## config.mk

```make
export PLATFORM = sky130hd
export DESIGN_NAME = hazard_fwd_unit_flat
export DESIGN_NICKNAME = d
export VERILOG_FILES = /design/src/rtl/hazard_fwd_if.sv /design/src/rtl/hazard_fwd_unit.sv /design/src/flat_wrapper.sv
export SDC_FILE = /design/constraint.sdc
export NUM_CORES = 1
export LEC_CHECK = 0
export CAP_MARGIN = 20
export CORE_ASPECT_RATIO = 0.6
export CORE_MARGIN = 2
export CORE_UTILIZATION = 30
export CTS_BUF_LIST = sky130_fd_sc_hd__clkbuf_8 sky130_fd_sc_hd__clkbuf_16
export DETAILED_ROUTE_END_ITERATION = 10
export PLACE_DENSITY = 0.7
export SLEW_MARGIN = 20
export SYNTH_ARGS = -nofsm -noshare
export SYNTH_HDL_FRONTEND = slang
export SYNTH_SLANG_ARGS = --single-unit
```

## constraint.sdc

```tcl
create_clock -name clk1 -period 3.95 [get_ports clk1]
set_clock_uncertainty 0.2 [all_clocks]
set_input_delay 0.395 -clock clk1 [delete_from_list [all_inputs] [get_ports clk1]]
set_output_delay 0.395 -clock clk1 [all_outputs]
set_load 0.02 [all_outputs]
```

## src/rtl/hazard_fwd_if.sv

```systemverilog
// Decode-side hazard/forwarding bundle: operands and bypass sources in,
// forwarded operands and pipeline control out.
interface hazard_fwd_if #(
  parameter int XLEN    = 32,
  parameter int RADDR   = 5,
  parameter int NUM_FWD = 3
);
  logic                     id_valid;
  logic [RADDR-1:0]         id_rs1;
  logic [RADDR-1:0]         id_rs2;
  logic                     id_rs1_use;
  logic                     id_rs2_use;
  logic [XLEN-1:0]          id_a;
  logic [XLEN-1:0]          id_b;
  logic [RADDR-1:0]         ex_rd;
  logic                     ex_we;
  logic                     ex_ld;
  logic [NUM_FWD*RADDR-1:0] stg_rd;
  logic [NUM_FWD-1:0]       stg_we;
  logic [NUM_FWD*XLEN-1:0]  stg_data;
  logic                     br_taken;
  logic [XLEN-1:0]          fwd_a;
  logic [XLEN-1:0]          fwd_b;
  logic                     stall;
  logic                     flush_if_id;
  logic [31:0]              stall_cnt;

  modport master (
    output id_valid, id_rs1, id_rs2, id_rs1_use, id_rs2_use, id_a, id_b,
           ex_rd, ex_we, ex_ld, stg_rd, stg_we, stg_data, br_taken,
    input  fwd_a, fwd_b, stall, flush_if_id, stall_cnt
  );

  modport slave (
    input  id_valid, id_rs1, id_rs2, id_rs1_use, id_rs2_use, id_a, id_b,
           ex_rd, ex_we, ex_ld, stg_rd, stg_we, stg_data, br_taken,
    output fwd_a, fwd_b, stall, flush_if_id, stall_cnt
  );
endinterface

```

## src/rtl/hazard_fwd_unit.sv

```systemverilog
// N-source priority bypass plus load-use stall / taken-branch flush sequencing
// and a saturating stall-cycle counter for the 5-stage core.
module hazard_fwd_unit #(
  parameter int XLEN      = 32,
  parameter int RADDR     = 5,
  parameter int NUM_FWD   = 3,
  parameter int LOAD_LAT  = 1,
  parameter int FLUSH_CYC = 2,
  parameter int EN_FWD    = 1
) (
  input logic        clk1,
  input logic        rst,
  hazard_fwd_if.slave hz
);

  localparam int CTR_MAX = (LOAD_LAT > FLUSH_CYC) ? LOAD_LAT : FLUSH_CYC;
  localparam int CTR_W   = (CTR_MAX > 2) ? $clog2(CTR_MAX) : 1;
  localparam logic [CTR_W-1:0] LD_INIT = CTR_W'((LOAD_LAT > 1) ? LOAD_LAT - 2 : 0);
  localparam logic [CTR_W-1:0] FL_INIT = CTR_W'((FLUSH_CYC > 1) ? FLUSH_CYC - 2 : 0);

  typedef enum logic [1:0] {RUN, LDSTALL, FLUSH} state_t;

  function automatic logic [31:0] sat_inc(input logic [31:0] c);
    return (c == 32'hFFFF_FFFF) ? c : c + 32'd1;
  endfunction

  state_t           state, state_n;
  logic [CTR_W-1:0] ctr, ctr_n;
  logic             stall_c, flush_c;
  logic [31:0]      stall_cnt_q;

  logic [RADDR-1:0] rs1, rs2;
  logic [XLEN-1:0]  byp_a, byp_b;
  logic             hit_a, hit_b;
  logic             ldhz, raw;

  assign rs1 = hz.id_rs1;
  assign rs2 = hz.id_rs2;

  // Walk oldest to youngest so the lowest matching index wins the last write.
  always_comb begin
    byp_a = hz.id_a;
    byp_b = hz.id_b;
    hit_a = hz.ex_we && (hz.ex_rd == rs1);
    hit_b = hz.ex_we && (hz.ex_rd == rs2);
    for (int i = NUM_FWD - 1; i >= 0; i--) begin
      if (hz.stg_we[i] && (hz.stg_rd[i*RADDR +: RADDR] == rs1)) begin
        byp_a = hz.stg_data[i*XLEN +: XLEN];
        hit_a = 1'b1;
      end
      if (hz.stg_we[i] && (hz.stg_rd[i*RADDR +: RADDR] == rs2)) begin
        byp_b = hz.stg_data[i*XLEN +: XLEN];
        hit_b = 1'b1;
      end
    end
  end

  assign ldhz = hz.id_valid && hz.ex_ld && hz.ex_we && (hz.ex_rd != '0) &&
                ((hz.id_rs1_use && (hz.ex_rd == rs1)) ||
                 (hz.id_rs2_use && (hz.ex_rd == rs2)));

  // Without a bypass network any pending producer of a live source must stall.
  assign raw = (EN_FWD == 0) && hz.id_valid &&
               ((hz.id_rs1_use && (rs1 != '0) && hit_a) ||
                (hz.id_rs2_use && (rs2 != '0) && hit_b));

  always_comb begin
    state_n = state;
    ctr_n   = ctr;
    stall_c = 1'b0;
    flush_c = 1'b0;
    if (rst) begin
      if (hz.br_taken) begin
        flush_c = 1'b1;
        if (FLUSH_CYC > 1) begin
          state_n = FLUSH;
          ctr_n   = FL_INIT;
        end else begin
          state_n = RUN;
        end
      end else begin
        unique case (state)
          RUN: begin
            if (ldhz) begin
              stall_c = 1'b1;
              if (LOAD_LAT > 1) begin
                state_n = LDSTALL;
                ctr_n   = LD_INIT;
              end
            end else if (raw) begin
              stall_c = 1'b1;
            end
          end
          LDSTALL: begin
            stall_c = 1'b1;
            if (ctr == '0) state_n = RUN;
            else           ctr_n   = ctr - CTR_W'(1);
          end
          FLUSH: begin
            flush_c = 1'b1;
            if (ctr == '0) state_n = RUN;
            else           ctr_n   = ctr - CTR_W'(1);
          end
          default: state_n = RUN;
        endcase
      end
    end
  end

  always_ff @(posedge clk1 or negedge rst) begin
    if (!rst) begin
      state       <= RUN;
      ctr         <= '0;
      stall_cnt_q <= '0;
    end else begin
      state <= state_n;
      ctr   <= ctr_n;
      if (stall_c) stall_cnt_q <= sat_inc(stall_cnt_q);
    end
  end

  assign hz.stall       = stall_c;
  assign hz.flush_if_id = flush_c;
  assign hz.stall_cnt   = stall_cnt_q;
  // x0 is hard-wired zero in the register file, so it is never bypassed.
  assign hz.fwd_a = ((EN_FWD != 0) && rst && (rs1 != '0)) ? byp_a : hz.id_a;
  assign hz.fwd_b = ((EN_FWD != 0) && rst && (rs2 != '0)) ? byp_b : hz.id_b;

endmodule

```

## src/flat_wrapper.sv

```systemverilog
// flat-port wrapper written by rule: the top's interface ports become plain ports
module hazard_fwd_unit_flat 
#(
  parameter int XLEN      = 32,
  parameter int RADDR     = 5,
  parameter int NUM_FWD   = 3,
  parameter int LOAD_LAT  = 1,
  parameter int FLUSH_CYC = 2,
  parameter int EN_FWD    = 1
)
  (clk1, rst, hz_id_valid, hz_id_rs1, hz_id_rs2, hz_id_rs1_use, hz_id_rs2_use, hz_id_a, hz_id_b, hz_ex_rd, hz_ex_we, hz_ex_ld, hz_stg_rd, hz_stg_we, hz_stg_data, hz_br_taken, hz_fwd_a, hz_fwd_b, hz_stall, hz_flush_if_id, hz_stall_cnt);
  hazard_fwd_if #(.XLEN(XLEN), .RADDR(RADDR), .NUM_FWD(NUM_FWD)) hz_i ();
  input logic clk1;
  input logic rst;
  input wire logic [$bits(hz_i.id_valid)-1:0] hz_id_valid;
  input wire logic [$bits(hz_i.id_rs1)-1:0] hz_id_rs1;
  input wire logic [$bits(hz_i.id_rs2)-1:0] hz_id_rs2;
  input wire logic [$bits(hz_i.id_rs1_use)-1:0] hz_id_rs1_use;
  input wire logic [$bits(hz_i.id_rs2_use)-1:0] hz_id_rs2_use;
  input wire logic [$bits(hz_i.id_a)-1:0] hz_id_a;
  input wire logic [$bits(hz_i.id_b)-1:0] hz_id_b;
  input wire logic [$bits(hz_i.ex_rd)-1:0] hz_ex_rd;
  input wire logic [$bits(hz_i.ex_we)-1:0] hz_ex_we;
  input wire logic [$bits(hz_i.ex_ld)-1:0] hz_ex_ld;
  input wire logic [$bits(hz_i.stg_rd)-1:0] hz_stg_rd;
  input wire logic [$bits(hz_i.stg_we)-1:0] hz_stg_we;
  input wire logic [$bits(hz_i.stg_data)-1:0] hz_stg_data;
  input wire logic [$bits(hz_i.br_taken)-1:0] hz_br_taken;
  output wire logic [$bits(hz_i.fwd_a)-1:0] hz_fwd_a;
  output wire logic [$bits(hz_i.fwd_b)-1:0] hz_fwd_b;
  output wire logic [$bits(hz_i.stall)-1:0] hz_stall;
  output wire logic [$bits(hz_i.flush_if_id)-1:0] hz_flush_if_id;
  output wire logic [$bits(hz_i.stall_cnt)-1:0] hz_stall_cnt;
  assign hz_i.id_valid = hz_id_valid;
  assign hz_i.id_rs1 = hz_id_rs1;
  assign hz_i.id_rs2 = hz_id_rs2;
  assign hz_i.id_rs1_use = hz_id_rs1_use;
  assign hz_i.id_rs2_use = hz_id_rs2_use;
  assign hz_i.id_a = hz_id_a;
  assign hz_i.id_b = hz_id_b;
  assign hz_i.ex_rd = hz_ex_rd;
  assign hz_i.ex_we = hz_ex_we;
  assign hz_i.ex_ld = hz_ex_ld;
  assign hz_i.stg_rd = hz_stg_rd;
  assign hz_i.stg_we = hz_stg_we;
  assign hz_i.stg_data = hz_stg_data;
  assign hz_i.br_taken = hz_br_taken;
  assign hz_fwd_a = hz_i.fwd_a;
  assign hz_fwd_b = hz_i.fwd_b;
  assign hz_stall = hz_i.stall;
  assign hz_flush_if_id = hz_i.flush_if_id;
  assign hz_stall_cnt = hz_i.stall_cnt;
  hazard_fwd_unit #(.XLEN(XLEN), .RADDR(RADDR), .NUM_FWD(NUM_FWD), .LOAD_LAT(LOAD_LAT), .FLUSH_CYC(FLUSH_CYC), .EN_FWD(EN_FWD)) u_core (.clk1(clk1), .rst(rst), .hz(hz_i));
endmodule
```

======== Word level (Yosys, flattened, before mapping) ========
Cells that the tools add are included.
cells by class
  reduce and logical (&&, ||, !) cells .... 24
  $add $sub $neg .......................... 2
  bitwise logic cells ..................... 1
  mux-type cells .......................... 21
  equality and inequality tests ........... 13
operators with widths
  cell                     count
  $mux W32                 8
  $eq A5 B5 Y1             8
  $add A32 B1 Y32 const B  1
  $eq A32 B32 Y1 const B   1
  $reduce_bool A5 Y1       3
  $logic_and A1 B1 Y1      14
  $mux W1                  9
  $mux W2                  2
  $pmux W2 S2              1
  $reduce_and A2 Y1        2
  $ne A3 B3 Y1 const B     1
  $reduce_and A3 Y1        1
  $eq A2 B1 Y1 const B     1
  $eq A2 B2 Y1 const B     1
  $logic_not A2 Y1         1
  $ne A2 B2 Y1 const B     1
  $pmux W1 S2              1
  $reduce_bool A2 Y1       1
  $reduce_or A2 Y1         1
  $logic_or A1 B1 Y1       1
  $not A1 Y1               1
  $sub A1 B1 Y1 const B    1
word-level totals
  output and inout port bits .............. 98
  flip-flop bits (word level) ............. 35
  input port bits ......................... 201
  logic and storage cells ................. 64

======== Longest topological paths before layout ========
Gate-level depths: netlist (run 1).
  depth after elaboration ................. 9
  gate-level depth with buffers ........... 9
  mapped depth without buffers ............ 7

======== Worst setup path before layout (run 1) ========
Ideal clock, no wire load.
  kind .................................... input port to output port
  start ................................... input port hz_id_rs1[0]
  end ..................................... output port hz_fwd_a[1]
  arrival time ............................ 1999 ps
  stages on the path ...................... 8
  slack ................................... 1356 ps
  required time ........................... 3355 ps
  cells stage by stage .................... buf_2 > or4_4 > o21ai_4 > a31oi_2 > buf_2 > o21ai_0 > a31oi_1 > a221o_1
on the way
  word-level cells in the longest chain between the ends .. 6
  elaborated cells on any way between the ends .. 12
RTL lines
  item                   RTL line                RTL
  start: declaration     flat_wrapper.sv:16      input wire logic [$bits(hz_i.id_rs1)-1:0] hz_id_rs1;
  $eq A5 B5 Y1           hazard_fwd_unit.sv:47   if (hz.stg_we[i] && (hz.stg_rd[i*RADDR +: RADDR] == rs1)) begin
  $logic_and A1 B1 Y1    hazard_fwd_unit.sv:47
  $mux W32 (3 in a row)  hazard_fwd_unit.sv:47
  $mux W32 *             hazard_fwd_unit.sv:126  assign hz.fwd_a = ((EN_FWD != 0) && rst && (rs1 != '0)) ? byp_a : hz.id_a;
  end: declaration       flat_wrapper.sv:29      output wire logic [$bits(hz_i.fwd_a)-1:0] hz_fwd_a;
Mark *: on every way between the ends. The rest lies on a longest branch, timed or not.

======== Worst setup path in the final report (run 1) ========
  start ................................... input port hz_id_rs2[3]
  end ..................................... output port hz_fwd_b[14]
on the way
  word-level cells in the longest chain between the ends .. 6
  elaborated cells on any way between the ends .. 12
RTL lines
  item                   RTL line                RTL
  start: declaration     flat_wrapper.sv:17      input wire logic [$bits(hz_i.id_rs2)-1:0] hz_id_rs2;
  $eq A5 B5 Y1           hazard_fwd_unit.sv:51   if (hz.stg_we[i] && (hz.stg_rd[i*RADDR +: RADDR] == rs2)) begin
  $logic_and A1 B1 Y1    hazard_fwd_unit.sv:51
  $mux W32 (3 in a row)  hazard_fwd_unit.sv:51
  $mux W32 *             hazard_fwd_unit.sv:127  assign hz.fwd_b = ((EN_FWD != 0) && rst && (rs2 != '0)) ? byp_b : hz.id_b;
  end: declaration       flat_wrapper.sv:30      output wire logic [$bits(hz_i.fwd_b)-1:0] hz_fwd_b;
Marks and branches as above.

==> summary.txt, run 1 <==
Floorplan
  • Die X: 160 um
  • Initial Utilization: 30.5%
  • FP Rows: 34
  • Core Area: 14300 um2
  • DIE AREA: around 16000 um2
  • I/O Pins: 299
  • Die height: 97.5 um

Layout
  • Multi-input gate area: between 3000 and 4000 um2
  • ANT cells: 0
  • Layout cells sized above 1: 6.38%
  • Syn-to-layout area delta: 79.2%
  • Final #Nets: 1079
  • Sequential Area: 826 um2
  • Final core occ: between 50% and 60%
  • Cell area after layout: 7830 um2
  • Commonest non-fill, non-tap cell in the layout: clkdlybuf4s50_1
  • Layout fillers: 1361
  • Most frequent cells in the layout: 296 x clkdlybuf4s50_1, 143 x nand2_1, 64 x a221o_1, 47 x nor2_1, 41 x xor2_1

Place
  • I/O Buffers: 298
  • Post-DP HPWL: 16900 um
  • Pre-CTS setup slack: 0.0825 ns
  • GP Congestion: roughly 0.99
  • Post-DP Area: 7630 um2

Route
  • DRC violations left: 0
  • Initial DRC Count: ~640
  • TritonRoute pass-1 iters: 5
  • Final ANT Viol Nets: 0
  • Vias per Instance: between 5 and 6
  • Vias post-DR: 6023
  • Drt wl/cell: 20.1 um
  • Routed WL: 21600 um

Timing
  • Slew Limit Fails: 0
  • Tcrit/Tclk final: a little over nine tenths
  • Worst-Margin Slew: 0.642 ns
  • TNS Setup: 0 ns
  • RSZ-0062 raised after global routing: false
  • Max Freq: 0.266 GHz
  • Final worst slack: 0.194 ns
  • Final hold violation count: 0
  • WHS: 0.300 ns
  • Rel. slew slack: 57.0%
  • Final setup fails: 0
  • Min Tclk post-route: around 3.8 ns

Logic synthesis
  • Syn avg cell area: 7.27 um2
  • Seq/Total Area, Yosys: between 10% and 20%
  • Synth Instances: 601
  • Area leader, netlist: dfrtp_1
  • Netlist cell types: just over 40
  • Mapped Area: between 4000 and 5000 um2
  • Most used DFF post-synth: dfrtp_1
  • Syn Nets: 803
  • Top area cells in the synthesized netlist: dfrtp_1 19%, a221o_1 15%, nand2_1 12%
  • Yosys top cell area share: 18.9%
  • Share of flip-flops with an asynchronous set or reset: 100%
  • Synthesized flop and latch total: 33
  • Post-synth EDFFs: 0
  • Syn. warnings: 0

Critical path
  • Crit-path leading delay family: buffers and inverters
  • Worst-path fanout max: 32
  • Crit-path slowest cell: clkdlybuf4s50_1
  • Crit path DAT: ~3.2 ns
  • Worst Path Buf+Inv: 3
  • Crit Path Category: in -> out
  • Critical Path Sink Type: output pin
  • R2r worst-path depth: 7
  • Startpoint types: input pin
  • RR Startpoint: u_core.hz.stall_cnt[0]
  • CP required: between 3 and 4 ns
  • CP max stage delay: 0.59 ns
  • Most frequent CP cell: clkdlybuf4s50_1
  • R2R Setup Slk: 1.34 ns
  • Crit path cell chain: clkdlybuf4s50_1 -> xor2_1 -> nor4_2 -> and3_1 -> buf_12 -> nand2_1 -> a311oi_1 -> a221o_1 -> clkdlybuf4s50_1
  • Reg-to-Reg End: u_core.hz.stall_cnt[30]

CTS
  • Htree depth: 2
  • CTS Root Cell: clkbuf_16
  • Clk Latency, worst-skew pair: 0.28 ns
  • CTS tree: done
  • Post-CTS Setup Inserts: 0
  • Clock Pin Slew Worst Setup and Hold Paths: about 0.050 ns
  • Clock tree sinks: 33
  • Num CTS Buffers: 5
  • Clock tree buffer depth: 2

Global route
  • Initial antenna violation count: 1
  • GR Util All Layers: 26.8%
  • GRT Residual Overflow: 0
  • Number of global-route vias before repair: 5578
  • Maximum number of pins on one net before global-route repair: 65
  • First-pass GRT wire length: ~33000 um

Worst hold path
  • Worst hold endpoint: u_core.hz.stall_cnt[4]
  • Hold Crit Class: reg -> reg
  • Hold Crit Start: u_core.hz.stall_cnt[4]
  • Hold depth: 1

Power
  • Peak supply drop: around 190 uV
  • Leak: roughly 0.0031 uW
  • Pwr Density: 195 nW/um2

Run status
  • Status: completed

Job
  • Max Cap Viol: 0
-- cells by family after synthesis --
group,count (synthesis),synth area share [%]
AO/OA/AOI/OAI,167,31.5
XOR/XNOR,71,14.4
adder cells (fa/ha/maj),1,0.286
buffers and inverters,61,6.22
flip-flops,33,18.9
multiplexers,2,0.516
AND/OR/NAND/NOR,266,28.2
-- timing repair --
action / CTS / global route
resized for setup: 0 / 3
endpoints found under the hold margin: 11 / 0
hold buffers: 1 / 0
endpoints found under the setup margin: 0 / 24
-- layer usage --
metal | share of wire [%] | vias up | GRT usage, % | wire [um]
met5 | 0.060 | - | 0 | 13
met4 | 2.1 | 2 | 5.54 | 459
met3 | 8.3 | 43 | 4.44 | 1790
met2 | 43 | 352 | 40.8 | 9380
met1 | 46 | 2804 | 39.8 | 9980
li1 | - | 2822 | - | -
-- area by class of cell --
| cell class | instances | area share, % |
|---|---|---|
| Clock inverter | 2 | 0.432 |
| Timing Repair Buffer | 323 | 41.6 |
| Multi-Input combinational cell | 507 | 42.1 |
| Inverter | 7 | 0.336 |
| Tap cell | 198 | 3.16 |
| Clock buffer | 6 | 1.77 |
| Sequential cell | 33 | 10.5 |
-- how the worst max path moves through the flow --
stage | slack [ns] | end | cells past startpoint | from
finish | 0.19 | hz_fwd_b[14] | 9 | hz_id_rs2[3]
floorplan | 1.36 | hz_fwd_a[1] | 8 | hz_id_rs1[0]
global route | 0.05 | hz_fwd_b[17] | 9 | hz_id_rs2[3]
CTS | 0.08 | hz_fwd_b[17] | 9 | hz_id_rs2[0]
global placement | 0.14 | hz_fwd_b[14] | 9 | hz_id_rs2[2]
detailed placement | 0.08 | hz_fwd_b[16] | 9 | hz_id_rs2[0]
-- per-stage QoR --
stage                     cells  power (uW)
after floorplan             601         645
after global placement     1067        1070
after detailed placement   1067        1070
after CTS                  1076        1520
after global routing       1076        1590
final                      1076        1520
-- state kept, by name (all words and copies together), names as in the netlist --
register             flops
u_core.state             1
u_core.hz.stall_cnt     32
-- synthesized netlist by cell type, types with 3 or more instances --
cell and n:
inv_1 7, buf_4 6, a311oi_1 32, o21ai_0 32, clkbuf_1 32, nand2_1 143, dfrtp_1 33, nor3_1 9
nand4_1 9, a31oi_1 32, nor2_1 49, nand3_1 18, or4_4 3, a221o_1 64, xnor2_1 29, xor2_1 41
buf_2 16, nor4_1 10, and3_1 8
-- report_power, final --
| group | leakage [uW] | internal [uW] | switching, uW |
|---|---|---|---|
| combinational | 0.00258 | 404 | 326 |
| sequential | 0.000428 | 340 | 1.28 |
| clock | 0.0000883 | 312 | 139 |
Power figures use the tool's default switching activity.
==> run 2: changes to the inputs <==
--- a/config.mk
+++ b/config.mk
@@ -16,3 +16,4 @@
 export SYNTH_ARGS = -nofsm -noshare
 export SYNTH_HDL_FRONTEND = slang
 export SYNTH_SLANG_ARGS = --single-unit
+export TNS_END_PERCENT = 10
==> constraint.sdc (replaced) <==
create_clock -name clk1 -period 4.15 [get_ports clk1]
set_clock_uncertainty 0.2 [all_clocks]
set_input_delay 0.415 -clock clk1 [delete_from_list [all_inputs] [get_ports clk1]]
set_output_delay 0.415 -clock clk1 [all_outputs]
set_load 0.02 [all_outputs]
==> run 2 against run 1 <==
  * Via count fell by 0.70%
  * Highest routed layer is now met4
  * Clock power fell by 15%
  * Global-route usage fell by 0.30 points
==> summary.txt, run 2 (synthesis results as in run 1) <==
CTS
  • Clock tree buffer depth: 2 (unchanged)
  • Clock Pin Slew Worst Setup and Hold Paths: 0.05 ns (about the same)
  • CTS Root Cell: clkbuf_16
  • CTS tree: done
  • Clock tree sinks: 33 (unchanged)
  • Clk Latency, worst-skew pair: 0.27 ns (about the same)
  • Num CTS Buffers: 5 (unchanged)
  • Htree depth: 2 (unchanged)

Job
  • Max Cap Viol: 0 (unchanged)

Critical path
  • Crit path cell chain: clkdlybuf4s50_1 -> xor2_1 -> nor4_1 -> buf_4 -> a31oi_2 -> buf_4 -> o21ai_0 -> a31oi_1 -> a221o_1 -> clkdlybuf4s50_1
  • Worst-path fanout max: 31 (-3.1%)
  • Critical Path Sink Type: output pin
  • R2r worst-path depth: 7 (unchanged)
  • Crit Path Category: in -> out
  • CP max stage delay: 0.57 ns (-0.02 ns)
  • Crit-path slowest cell: clkdlybuf4s50_1
  • Startpoint types: input pin
  • CP required: 3.53 ns (+0.17 ns)
  • R2R Setup Slk: 1.64 ns (+0.30 ns)
  • Crit path DAT: 3.38 ns (+0.22 ns)

Route
  • DRC violations left: 0 (unchanged)
  • Initial DRC Count: 558 (-13%)
  • Vias per Instance: 5.53 (-1.2%)
  • Vias post-DR: 5981 (-0.70%)
  • Drt wl/cell: 20.1 um (about the same)
  • Final ANT Viol Nets: 0 (unchanged)
  • Routed WL: 21700 um (+0.47%)
  • TritonRoute pass-1 iters: 7 (+2)

Layout
  • Final core occ: 54.2% (-0.44 points)
  • Largest register FFs: 32 (unchanged)
  • Commonest non-fill, non-tap cell in the layout: clkdlybuf4s50_1
  • Syn-to-layout area delta: 77.8%
  • Layout cells sized above 1: 6.37% (-0.0073 points)
  • Most frequent cells in the layout: 297 x clkdlybuf4s50_1, 143 x nand2_1, 64 x a221o_1, 47 x nor2_1, 41 x xor2_1
  • Final #Nets: 1080 (+0.093%)
  • Cell area after layout: 7770 um2 (-0.80%)

Timing
  • RSZ-0062 raised after global routing: false
  • TNS Setup: 0 ns (unchanged)
  • Max Freq: 0.250 GHz
  • Min Tclk post-route: 4.00 ns
  • Slew Limit Fails: 0 (unchanged)
  • Rel. slew slack: 63.6% (+6.6 points)
  • Final setup fails: 0 (unchanged)
  • WHS: 0.304 ns (+0.00364 ns)
  • Worst-Margin Slew: 0.542 ns (-0.100 ns)
  • Final hold violation count: 0 (unchanged)
  • Tcrit/Tclk final: 96.3%

Global route
  • Maximum number of pins on one net before global-route repair: 49 (-25%)
  • First-pass GRT wire length: 32800 um (-1.2%)
  • Number of global-route vias before repair: 5528 (-0.90%)
  • GR Util All Layers: 26.5% (-0.30 points)
  • Initial antenna violation count: 4 (+3)
  • GRT Residual Overflow: 0 (unchanged)

Power
  • Peak supply drop: 127 uV (-33%)
  • Pwr Density: 180 nW/um2 (-7.5%)
  • Leak: 0.00306 uW (-1.2%)

Floorplan
  • DIE AREA: 15600 um2 (unchanged)
  • Core Area: 14300 um2 (unchanged)
  • Initial Utilization: 30.5% (unchanged)
  • FP Rows: 34 (unchanged)
  • I/O Pins: 299 (unchanged)
  • Die height: 97.5 um (unchanged)
  • Die X: 160 um (unchanged)

Place
  • GP Congestion: 0.915 (-7.5%)
  • I/O Buffers: 298 (unchanged)
  • Post-DP Area: 7590 um2 (-0.56%)
  • Post-DP HPWL: 17000 um (+0.52%)

Run status
  • Status: completed

Worst hold path
  • Hold depth: 1 (unchanged)
  • Hold Crit Class: reg -> reg
-- run 2: layout make-up --
cell class / count / area, um2
antenna: 4 / 10.0
clock buffer: 7 / 153
clock inverter: 1 / 5.00
fill: 1416 / 6570
inverter: 7 / 26.3
multi-input combinational: 507 / 3290
sequential: 33 / 826
tap: 198 / 248
timing repair buffer: 324 / 3210
-- run 2: power breakdown --
| group | switching (uW) | internal (uW) |
|---|---|---|
| clock network | 129 | 254 |
| logic | 309 | 381 |
| registers | 1.20 | 324 |
-- run 2: timing repair --
action                                 CTS  global route
hold buffers                             1             0
endpoints found under the hold margin   11             0
setup buffers                            0             0
resized for setup                        0             0
-- run 2: metrics by stage --
step                instances  setup slack, ns  total power (uW)
floorplan                 601             1.52               614
global placement         1068            0.218              1010
detailed placement       1068            0.276              1010
CTS                      1077            0.261              1400
global route             1081            0.114              1460
finish                   1081            0.153              1400
-- run 2: critical path: cells and delay by family --
kind | cells | cell delay [ns]
compound gates | 4 | 0.63
xor+xnor | 1 | 0.25
simple gates | 1 | 0.49
buf+inv | 4 | 1.59
-- run 2: worst paths after layout --
path                                         start                 endpoint
setup / recovery                      hz_id_rs1[3]             hz_fwd_a[22]
hold / removal             u_core.hz.stall_cnt[27]  u_core.hz.stall_cnt[27]
setup reg to reg            u_core.hz.stall_cnt[0]  u_core.hz.stall_cnt[30]
hold reg to reg            u_core.hz.stall_cnt[27]  u_core.hz.stall_cnt[27]
max in group asynchronous                      rst  u_core.hz.stall_cnt[27]
min in group asynchronous                      rst   u_core.hz.stall_cnt[3]
-- run 2: metal layers --
layer	track usage [%]	share of wire, %
met4	9.15	3.0
met1	39.1	46
met5	0	0
met2	38.2	42
met3	5.34	9.0
